### src/rtl/uart_program_loader_if.sv
// rtl/uart_program_loader_if.sv - UART receive, transmit-request and imem write signals of the program loader
interface uart_program_loader_if #(
  parameter int IMEM_SIZE = 14
);
  logic                 enable;
  logic                 rx_ready;
  logic [7:0]           rdata;
  logic                 tx_busy;
  logic                 tx_start;
  logic [7:0]           tx_data;
  logic                 imem_we;
  logic [IMEM_SIZE-1:0] imem_addr;
  logic [31:0]          imem_wdata;
  logic [31:0]          words_loaded;
  logic                 done;
  logic                 overflow;

  modport master (
    output enable, rx_ready, rdata, tx_busy,
    input  tx_start, tx_data, imem_we, imem_addr, imem_wdata, words_loaded, done, overflow
  );

  modport slave (
    input  enable, rx_ready, rdata, tx_busy,
    output tx_start, tx_data, imem_we, imem_addr, imem_wdata, words_loaded, done, overflow
  );
endinterface

### src/rtl/uart_program_loader.sv
// rtl/uart_program_loader.sv - receives a length-prefixed big-endian word image over UART and writes it to imem
module uart_program_loader #(
  parameter int         IMEM_SIZE = 14,
  parameter logic [7:0] ACK_BYTE  = 8'hAA
) (
  input  logic                  clk,
  input  logic                  rstn,
  uart_program_loader_if.slave  bus
);

  typedef enum logic [2:0] {S_IDLE, S_LEN, S_DATA, S_ACK, S_FIN} state_t;

  localparam logic [31:0] DEPTH = 32'(1) << IMEM_SIZE;

  state_t               state_q;
  logic [1:0]           idx_q;
  logic [31:0]          len_q;
  logic [23:0]          asm_q;
  logic                 tx_start_q;
  logic [7:0]           tx_data_q;
  logic                 imem_we_q;
  logic [IMEM_SIZE-1:0] imem_addr_q;
  logic [31:0]          imem_wdata_q;
  logic [31:0]          words_q;
  logic                 done_q;
  logic                 overflow_q;

  logic [31:0] len_d;
  logic [31:0] word_d;
  logic [31:0] words_d;

  assign len_d   = {len_q[23:0], bus.rdata};
  assign word_d  = {asm_q, bus.rdata};
  assign words_d = words_q + 32'd1;

  always_ff @(posedge clk) begin
    if (!rstn) begin
      state_q      <= S_IDLE;
      idx_q        <= 2'd0;
      len_q        <= 32'd0;
      asm_q        <= 24'd0;
      tx_start_q   <= 1'b0;
      tx_data_q    <= ACK_BYTE;
      imem_we_q    <= 1'b0;
      imem_addr_q  <= '0;
      imem_wdata_q <= 32'd0;
      words_q      <= 32'd0;
      done_q       <= 1'b0;
      overflow_q   <= 1'b0;
    end else begin
      tx_start_q <= 1'b0;
      imem_we_q  <= 1'b0;
      case (state_q)
        S_IDLE: begin
          if (bus.enable) begin
            state_q <= S_LEN;
            idx_q   <= 2'd0;
            len_q   <= 32'd0;
            words_q <= 32'd0;
          end
        end
        S_LEN: begin
          if (!bus.enable) begin
            state_q <= S_IDLE;
            idx_q   <= 2'd0;
          end else if (bus.rx_ready) begin
            len_q <= len_d;
            idx_q <= idx_q + 2'd1;
            if (idx_q == 2'd3) begin
              if (len_d > DEPTH) overflow_q <= 1'b1;
              state_q <= (len_d == 32'd0) ? S_ACK : S_DATA;
            end
          end
        end
        S_DATA: begin
          if (!bus.enable) begin
            state_q <= S_IDLE;
            idx_q   <= 2'd0;
          end else if (bus.rx_ready) begin
            asm_q <= word_d[23:0];
            idx_q <= idx_q + 2'd1;
            // Write registers are separate from asm_q, so the next byte can land in the same cycle
            if (idx_q == 2'd3) begin
              imem_we_q    <= (words_q < DEPTH);
              imem_addr_q  <= words_q[IMEM_SIZE-1:0];
              imem_wdata_q <= word_d;
              words_q      <= words_d;
              if (words_d == len_q) state_q <= S_ACK;
            end
          end
        end
        S_ACK: begin
          if (!bus.tx_busy && !tx_start_q) begin
            tx_start_q <= 1'b1;
            tx_data_q  <= ACK_BYTE;
            done_q     <= 1'b1;
            state_q    <= S_FIN;
          end
        end
        S_FIN: begin
          done_q <= 1'b1;
        end
        default: state_q <= S_IDLE;
      endcase
    end
  end

  assign bus.tx_start     = tx_start_q;
  assign bus.tx_data      = tx_data_q;
  assign bus.imem_we      = imem_we_q;
  assign bus.imem_addr    = imem_addr_q;
  assign bus.imem_wdata   = imem_wdata_q;
  assign bus.words_loaded = words_q;
  assign bus.done         = done_q;
  assign bus.overflow     = overflow_q;

endmodule

### src/flat_wrapper.sv
// flat-port wrapper written by rule: the top's interface ports become plain ports
module uart_program_loader_flat 
#(
  parameter int         IMEM_SIZE = 14,
  parameter logic [7:0] ACK_BYTE  = 8'hAA
)
  (clk, rstn, bus_enable, bus_rx_ready, bus_rdata, bus_tx_busy, bus_tx_start, bus_tx_data, bus_imem_we, bus_imem_addr, bus_imem_wdata, bus_words_loaded, bus_done, bus_overflow);
  uart_program_loader_if #(.IMEM_SIZE(IMEM_SIZE)) bus_i ();
  input  logic clk;
  input  logic rstn;
  input wire logic [$bits(bus_i.enable)-1:0] bus_enable;
  input wire logic [$bits(bus_i.rx_ready)-1:0] bus_rx_ready;
  input wire logic [$bits(bus_i.rdata)-1:0] bus_rdata;
  input wire logic [$bits(bus_i.tx_busy)-1:0] bus_tx_busy;
  output wire logic [$bits(bus_i.tx_start)-1:0] bus_tx_start;
  output wire logic [$bits(bus_i.tx_data)-1:0] bus_tx_data;
  output wire logic [$bits(bus_i.imem_we)-1:0] bus_imem_we;
  output wire logic [$bits(bus_i.imem_addr)-1:0] bus_imem_addr;
  output wire logic [$bits(bus_i.imem_wdata)-1:0] bus_imem_wdata;
  output wire logic [$bits(bus_i.words_loaded)-1:0] bus_words_loaded;
  output wire logic [$bits(bus_i.done)-1:0] bus_done;
  output wire logic [$bits(bus_i.overflow)-1:0] bus_overflow;
  assign bus_i.enable = bus_enable;
  assign bus_i.rx_ready = bus_rx_ready;
  assign bus_i.rdata = bus_rdata;
  assign bus_i.tx_busy = bus_tx_busy;
  assign bus_tx_start = bus_i.tx_start;
  assign bus_tx_data = bus_i.tx_data;
  assign bus_imem_we = bus_i.imem_we;
  assign bus_imem_addr = bus_i.imem_addr;
  assign bus_imem_wdata = bus_i.imem_wdata;
  assign bus_words_loaded = bus_i.words_loaded;
  assign bus_done = bus_i.done;
  assign bus_overflow = bus_i.overflow;
  uart_program_loader #(.IMEM_SIZE(IMEM_SIZE), .ACK_BYTE(ACK_BYTE)) u_core (.clk(clk), .rstn(rstn), .bus(bus_i));
endmodule
### config.mk
export PLATFORM = sky130hd
export DESIGN_NAME = uart_program_loader_flat
export DESIGN_NICKNAME = d
export VERILOG_FILES = /design/src/rtl/uart_program_loader_if.sv /design/src/rtl/uart_program_loader.sv /design/src/flat_wrapper.sv
export SDC_FILE = /design/constraint.sdc
export NUM_CORES = 1
export LEC_CHECK = 0
export ABC_CLOCK_PERIOD_IN_PS = 4000
export CAP_MARGIN = 20
export CORE_ASPECT_RATIO = 0.6
export CORE_MARGIN = 2
export CORE_UTILIZATION = 55
export CTS_CLUSTER_DIAMETER = 40
export DETAILED_ROUTE_END_ITERATION = 7
export GPL_TIMING_DRIVEN = 1
export PLACE_DENSITY = 0.89
export SETUP_SLACK_MARGIN = 0.3
export SYNTH_ARGS = -nofsm -noshare
export SYNTH_HDL_FRONTEND = slang
export SYNTH_SLANG_ARGS = --single-unit
### constraint.sdc
create_clock -name clk -period 4 [get_ports clk]
set_input_delay 0.8 -clock clk [delete_from_list [all_inputs] [get_ports clk]]
set_output_delay 0.8 -clock clk [all_outputs]
set_load 0.05 [all_outputs]
==> results of run 1 <==
==> layout by cell type (no fill, tap or decap), drive strengths merged, types with 5 or more instances in the layout <==
cell type      instances
nor4                  31
and4                   6
xor2                  14
o21ai                 34
clkbuf                22
xnor2                 30
and3                   8
inv                   15
conb                   8
or4                    5
nor3                  12
and2                   5
or3                    9
nand3b                 5
clkdlybuf4s50         94
nand2                213
a21oi                143
nand4                 17
nor2                  52
dfxtp                143
buf                   17
nand3                 59
==> worst paths after layout <==
check,endpoint,slack (ps),depth (start not counted)
setup / recovery,u_core.state_q[0],540,9
hold / removal,u_core.bus.imem_wdata[27],450,2
setup reg to reg,u_core.state_q[0],540,9
hold reg to reg,u_core.bus.imem_wdata[27],450,2
==> layout make-up <==
type                    count  area (sq um)  area share (%)
multi-input cells         701          3730            43.6
flip-flops and latches    143          2860            33.5
repair buffers            111          1090            12.8
clock buffers              22           474            5.55
well taps                 165           206            2.42
clock inverters            10           129            1.51
inverters                  13          51.3           0.600
==> worst reg2reg max path: stages (launching register included) <==
cell                      delay [ps]
sky130_fd_sc_hd__dfxtp_1         510
sky130_fd_sc_hd__ha_1            350
sky130_fd_sc_hd__and3_1          390
sky130_fd_sc_hd__nand3_4         170
sky130_fd_sc_hd__or4_1           520
sky130_fd_sc_hd__a32o_1          220
sky130_fd_sc_hd__or4_4           520
sky130_fd_sc_hd__nor4_4          310
sky130_fd_sc_hd__a21oi_2         110
sky130_fd_sc_hd__o41ai_2         280
==> report_power, final <==
part / internal [mW] / switching [mW] / total, mW
registers: 1.44 / 0.0189 / 1.46
clock network: 0.977 / 0.637 / 1.61
logic: 0.0721 / 0.202 / 0.274
==> cells by family (layout without fill, tap and decap cells) <==
family | after synthesis | after routing | synth area share [%]
AOI/OAI and AO/OA | 210 | 210 | 16.7
xor gates and xnor gates | 44 | 44 | 5.47
adders and majority gates | 2 | 2 | 0.355
buffers and inverters | 96 | 156 | 7.12
DFF | 143 | 143 | 40.6
muxes | 1 | 1 | 0.142
other | 2 | 8 | 0.107
and+or+nand+nor | 436 | 436 | 29.5
==> state kept, by name (all words and copies together) (netlist names) <==
| signal | count |
|---|---|
| u_core.bus.tx_start | 1 |
| u_core.len_q | 32 |
| u_core.bus.imem_wdata | 32 |
| u_core.state_q | 3 |
| u_core.bus.imem_we | 1 |
| u_core.bus.imem_addr | 14 |
| u_core.bus.done | 1 |
| u_core.idx_q | 2 |
| u_core.asm_q | 24 |
| u_core.bus.overflow | 1 |
| u_core.bus.words_loaded | 32 |
==> layer usage <==
| layer | share of wire (%) | wire (um) | track usage (%) | up-vias |
|---|---|---|---|---|
| li1 | - | - | - | 3335 |
| met1 | 44 | 9270 | 47.7 | 3288 |
| met2 | 40 | 8400 | 42.4 | 466 |
| met3 | 14 | 2890 | 8.51 | 36 |
| met4 | 1.5 | 310 | 8.02 | 0 |
| met5 | 0 | 0 | 0 | - |
==> through the flow <==
stage	power, mW	setup slack (ps)	hold WS, ps	utilization [%]
after detailed placement	1.75	600	446	64.6
after floorplan	1.67	592	432	-
after global routing	3.43	369	471	69.5
final	3.34	539	455	69.5
after global placement	1.75	720	442	64.6
after CTS	3.33	562	456	69.5
==> impl_metrics.csv, run 1 <==
group,metric,value,unit
die,initial_utilization,57.3,%
synthesis,synth.cells.most_frequent,"213 x sky130_fd_sc_hd__nand2_1, 143 x sky130_fd_sc_hd__dfxtp_1, 142 x sky130_fd_sc_hd__a21oi_1, 56 x sky130_fd_sc_hd__nand3_1",
die,coreArea,12300,sq um
cts,cts.root.buffer_cell,"sky130_fd_sc_hd__clkbuf_16",
synthesis,distinct_cells_synth,63,
routing,1st_pass_router_iterations,7,
global_routing,maximum_number_of_pins_on_one_net_before_global_route_repair,74,
die,number_of_placed_i_o_pins,103,
routing,route.vias.total,7125,
routing,drt_iter0_drc,1091,
sta,finalHoldViolations,0,
worst_setup_path,critPathKind,"flip-flop to flip-flop",
synthesis,synth.largest_area_cell,"sky130_fd_sc_hd__dfxtp_1",
cts,cts_resized,0,
routing,ant_nets,0,
synthesis,netlist.area_leader.share,40.6,%
layout,final_cell_count_no_fill,1165,
synthesis,postSynthAreaPerCell,7.55,sq um
cts,cts_tree,"built",
sta,finalClockSkew,9.74,ps
worst_setup_path,element_type_at_the_critical_path_end,"flip-flop",
cts,clk_transition_reported_paths,60,ps
sta,timing.final.crit_period,3460,ps
synthesis,postSynthRegisterBits,143,
synthesis,synthMostInstantiatedCell,"sky130_fd_sc_hd__nand2_1",
cts,numCtsBuffers,17,
synthesis,yosys_warnings,0,
routing,drt-vias-per-instance,6.12,
die,die-area,13800,sq um
synthesis,portion_of_the_post_synthesis_area_used_by_sequential_elements,40.6,%
layout,final_net_count,1002,
layout,area.growth.synth_to_final,21.3,%
cts,clock_sink_count,143,
power,p_leak,2.78,nW
sta,share_of_the_clock_period_used_by_the_worst_path,86.5,%
worst_setup_path,crit_start,"u_core.bus.words_loaded[0]",
synthesis,netlist_area,7050,sq um
sta,worst-slew-pin-transition,826,ps
synthesis,synth_enable_flop_cells,0,
synthesis,share_of_synthesized_registers_carrying_an_async_set_or_reset,0,%
cts,cts.path.max_buffers,2,
cts,ctsHoldBuffers,0,
power,vdd.ir_drop.worst,0.227,mV
worst_setup_path,cp.arrival,3790,ps
global_routing,grt_pass1_wl,33.6,mm
sta,slew_violations,0,
worst_hold_path,hold_start,"u_core.asm_q[19]",
worst_setup_path,highest_fanout_seen_on_the_critical_path,9,
run,timing.max_cap.violations,0,
place,dpl.cell_count,1133,
place,hpwl_reported_at_the_end_of_detailed_placement,14.1,mm
worst_setup_path,crit_slowest_cell,"sky130_fd_sc_hd__or4_1",
die,chipHeight,91.7,um
sta,max_freq,289,MHz
layout,fill_cells,966,
layout,drive_above_1_share,7.20,%
worst_setup_path,required,4330,ps
synthesis,postSynth.topFlopCell,"sky130_fd_sc_hd__dfxtp_1",
global_routing,grt_antenna_before_repair,0,
synthesis,syn-instance-count,934,
worst_setup_path,critical_path.reg2reg.startpoint,"u_core.bus.words_loaded[0]",
die,row_count,31,
place,routabilityCongestion,0.977,
routing,finalWirelength,20.9,mm
global_routing,globalRouteOverflowTotal,0,
worst_hold_path,min_path_type,"flip-flop to flip-flop",
routing,post-route-drc-count,0,
cts,h-tree-depth,4,
global_routing,number_of_global_route_vias_before_repair,6315,
cts,clock_latency,430,ps
layout,layout.cell_area.non_filler,8550,sq um
power,powerDensity,391,nW/um^2
global_routing,grtUsageTotal,31.1,%
layout,antennaDiodeCount,0,
place,place_area,7950,sq um
place,io_buffers,94,
worst_setup_path,timing.critical_path.buf_inv,0,
sta,unrepaired_setup_endpoints_after_global_routing,"false",
sta,tns,0,ps
sta,slew_headroom,43.5,%
sta,setup_viol,0,
worst_setup_path,timing.critical_path.cells,"ha_1 -> and3_1 -> nand3_4 -> or4_1 -> a32o_1 -> or4_4 -> nor4_4 -> a21oi_2 -> o41ai_2",
status,run_status,"complete, no violations",
worst_setup_path,critPathLaunchType,"flip-flop",
routing,routedWlPerCell,17.9,um
worst_setup_path,slowest_delay,520,ps
die,die_w,150,um
cts,post-cts-setup-buffers,0,
worst_setup_path,worst_path_dominant_cell_family,"simple AND/OR/NAND/NOR gates",
synthesis,synth.top_cells.by_area,"sky130_fd_sc_hd__dfxtp_1 41%, sky130_fd_sc_hd__nand2_1 11%, sky130_fd_sc_hd__a21oi_1 10%",
No activity file was read; power rests on OpenSTA's default activity.
==> run 2: changes to the inputs <==
Settings changed: CAP_MARGIN 20 to 40.
==> results of run 2 <==
The final DEF is identical to that of run 1; final timing and power are the same.
==> run 3: changes to the inputs <==
Settings changed: ABC_AREA set to 1.
==> impl_metrics.csv, run 3 <==
group,metric,value,unit
worst_setup_path,critPathLaunchType,"flip-flop",
routing,finalWirelength,21.5,mm
power,p_leak,3.20,nW
die,number_of_placed_i_o_pins,103,
worst_setup_path,timing.critical_path.buf_inv,0,
status,run_status,"complete, no violations",
power,power_report.internal_total,2.48,mW
layout,final_cell_count_no_fill,1302,
sta,tns,0,ps
sta,finalClockSkew,8.86,ps
synthesis,share_of_synthesized_registers_carrying_an_async_set_or_reset,0,%
sta,worst-slew-pin-transition,779,ps
sta,unrepaired_setup_endpoints_after_global_routing,"false",
place,routabilityCongestion,0.988,
place,io_buffers,94,
synthesis,synthMostInstantiatedCell,"sky130_fd_sc_hd__nand2_1",
cts,cts.path.max_buffers,2,
die,chipHeight,91.2,um
worst_setup_path,worst_path_dominant_cell_family,"simple AND/OR/NAND/NOR gates",
cts,h-tree-depth,4,
cts,cts_resized,0,
routing,routedWlPerCell,16.5,um
routing,drt-vias-per-instance,5.68,
power,combinationalPowerShare,12.2,%
layout,drive_above_1_share,5.80,%
power,clock_network_fraction_of_total_power,45.4,%
synthesis,postSynth.topFlopCell,"sky130_fd_sc_hd__dfxtp_1",
global_routing,globalRouteOverflowTotal,0,
place,pre_cts_ws,1110,ps
sta,setup_viol,0,
worst_setup_path,element_type_at_the_critical_path_end,"flip-flop",
worst_hold_path,min_path_type,"flip-flop to flip-flop",
power,powerDensity,409,nW/um^2
cts,cts.root.buffer_cell,"sky130_fd_sc_hd__clkbuf_16",
layout,fill_cells,992,
layout,layout_commonest_cell,"sky130_fd_sc_hd__nand2_1",
run,timing.max_cap.violations,0,
routing,post-route-drc-count,0,
synthesis,postSynthAreaPerCell,6.68,sq um
worst_setup_path,cp.arrival,3220,ps
global_routing,number_of_global_route_vias_before_repair,6349,
power,power.share.switching,29.9,%
synthesis,netlist_area,6980,sq um
worst_setup_path,timing.critical_path.cells,"ha_1 -> nand2_2 -> nor2_8 -> nand2_4 -> nor2_1 -> nand2_1 -> nand3b_1 -> nand2_1 -> nor2_1 -> nand3_1 -> nor2_1 -> nand3_1 -> nand2_2 -> nand3_1 -> nand2_1 -> nor2_1",
sta,max_freq,345,MHz
sta,finalHoldViolations,0,
cts,clock_latency,430,ps
routing,route.vias.total,7391,
sta,slew_headroom,48.1,%
worst_setup_path,critPathKind,"flip-flop to flip-flop",
die,initial_utilization,57.1,%
routing,1st_pass_router_iterations,7,
cts,clock_sink_count,143,
sta,layout_setup_ws,1100,ps
layout,ff_latch_area,2860,sq um
layout,multi_input_comb_area,3630,sq um
cts,clk_transition_reported_paths,60,ps
worst_setup_path,critical_path.most_common_cell,"sky130_fd_sc_hd__nor2_1",
layout,final_net_count,1139,
worst_setup_path,required,4320,ps
sta,share_of_the_clock_period_used_by_the_worst_path,72.4,%
synthesis,synth_enable_flop_cells,0,
global_routing,grtUsageTotal,31.6,%
die,row_count,31,
routing,drt_iter0_drc,1099,
sta,slew_violations,0,
power,vdd.ir_drop.worst,0.295,mV
global_routing,grt_antenna_before_repair,0,
synthesis,synth.top_cells.by_area,"sky130_fd_sc_hd__dfxtp_1 41%, sky130_fd_sc_hd__nand2_1 18%, sky130_fd_sc_hd__a21oi_1 8.6%",
layout,layout.cells.most_common_list,"337 x sky130_fd_sc_hd__nand2_1, 143 x sky130_fd_sc_hd__dfxtp_1, 120 x sky130_fd_sc_hd__a21oi_1",
worst_setup_path,slowest_delay,440,ps
synthesis,distinct_cells_synth,33,
die,coreArea,12200,sq um
synthesis,synth.cells.most_frequent,"337 x sky130_fd_sc_hd__nand2_1, 143 x sky130_fd_sc_hd__dfxtp_1, 120 x sky130_fd_sc_hd__a21oi_1, 108 x sky130_fd_sc_hd__nor2_1, 81 x sky130_fd_sc_hd__nand3_1",
sta,timing.final.crit_period,2900,ps
power,power_frac_seq,42.4,%
global_routing,maximum_number_of_pins_on_one_net_before_global_route_repair,91,
layout,area.growth.synth_to_final,23.9,%
global_routing,grt_pass1_wl,33.6,mm
die,die-area,13600,sq um
synthesis,portion_of_the_post_synthesis_area_used_by_sequential_elements,41.0,%
worst_setup_path,crit_slowest_cell,"sky130_fd_sc_hd__dfxtp_1",
layout,antennaDiodeCount,0,
synthesis,syn-instance-count,1044,
worst_setup_path,highest_fanout_seen_on_the_critical_path,5,
synthesis,yosys_warnings,0,
synthesis,synth.largest_area_cell,"sky130_fd_sc_hd__dfxtp_1",
synthesis,postSynthRegisterBits,143,
die,die_w,149,um
place,dpl.cell_count,1270,
routing,ant_nets,0,
cts,ctsHoldBuffers,0,
cts,numCtsBuffers,17,
cts,post-cts-setup-buffers,0,
place,hpwl_reported_at_the_end_of_detailed_placement,14.9,mm
cts,cts_tree,"built",
synthesis,netlist.area_leader.share,41.0,%
power,total_switching_power,1.06,mW
==> run 3: changes by cell type after synthesis, moves of 11 or more <==
cell	change
sky130_fd_sc_hd__a211oi_1	+14
sky130_fd_sc_hd__a21oi_1	-22
sky130_fd_sc_hd__clkbuf_1	-13
sky130_fd_sc_hd__inv_1	+66
sky130_fd_sc_hd__nand2_1	+124
sky130_fd_sc_hd__nand3_1	+25
sky130_fd_sc_hd__nand4_1	-12
sky130_fd_sc_hd__nor2_1	+56
sky130_fd_sc_hd__nor4_1	-18
sky130_fd_sc_hd__xnor2_1	-30
sky130_fd_sc_hd__xor2_1	-11
==> run 3: path summary, 6_finish.rpt <==
path / startpoint / to / slack, ps / cells after the start
max reg2reg: u_core.bus.words_loaded[0] / u_core.state_q[1] / 1100 / 16
max: u_core.bus.words_loaded[0] / u_core.state_q[1] / 1100 / 16
min reg2reg: u_core.bus.done / u_core.bus.done / 450 / 2
min: u_core.bus.done / u_core.bus.done / 450 / 2
==> run 3: power groups by stage <==
stage / Combinational [mW] / Sequential, mW / Clock, mW
finish: 0.431 / 1.50 / 1.60
global route: 0.465 / 1.50 / 1.68
CTS: 0.418 / 1.49 / 1.60
detailed placement: 0.413 / 1.53 / 0
global placement: 0.399 / 1.52 / 0
floorplan: 0.291 / 1.52 / 0
==> run 3: final cells by class <==
cell class              count  area share (%)
clock inverters            15            1.93
repair buffers            103            12.0
multi-input cells         777            42.0
inverters                  82            3.56
flip-flops and latches    143            33.1
well taps                 165            2.39
clock buffers              17            4.92
==> run 3: metrics by stage <==
stage               total power [mW]  area [sq um]  hold WS (ps)  util, %
detailed placement              1.94          8050           439     65.9
finish                          3.53          8640           448     70.7
CTS                             3.52          8640           449     70.7
global route                    3.64          8640           485     70.7
floorplan                       1.81          7000           441        -
global placement                1.92          8020           437     65.7
==> run 3: layer usage <==
metal | routed length, um | global-route usage, % | part of all wire (%)
met5 | 0 | 0 | 0
met1 | 9590 | 48.4 | 45
met4 | 164 | 4.21 | 0.76
met3 | 3210 | 11.5 | 15
met2 | 8570 | 42.8 | 40
==> run 3: cell families (layout without fill, tap and decap cells) <==
kind of cell	Yosys count	in the layout	share of synthesized area [%]
DFF	143	143	41.0
other	2	8	0.108
AOI/OAI and AO/OA	179	179	13.6
adders and majority gates	2	2	0.359
xor gates and xnor gates	7	7	1.67
buffers and inverters	130	217	7.44
and+or+nand+nor	581	581	35.8
==> run 3: tightest hold or removal path: cells and delay by family (launching register included) <==
family / cells / cell delay, ps
compound gates: 1 / 50
buf+inv: 1 / 40
flops: 1 / 310
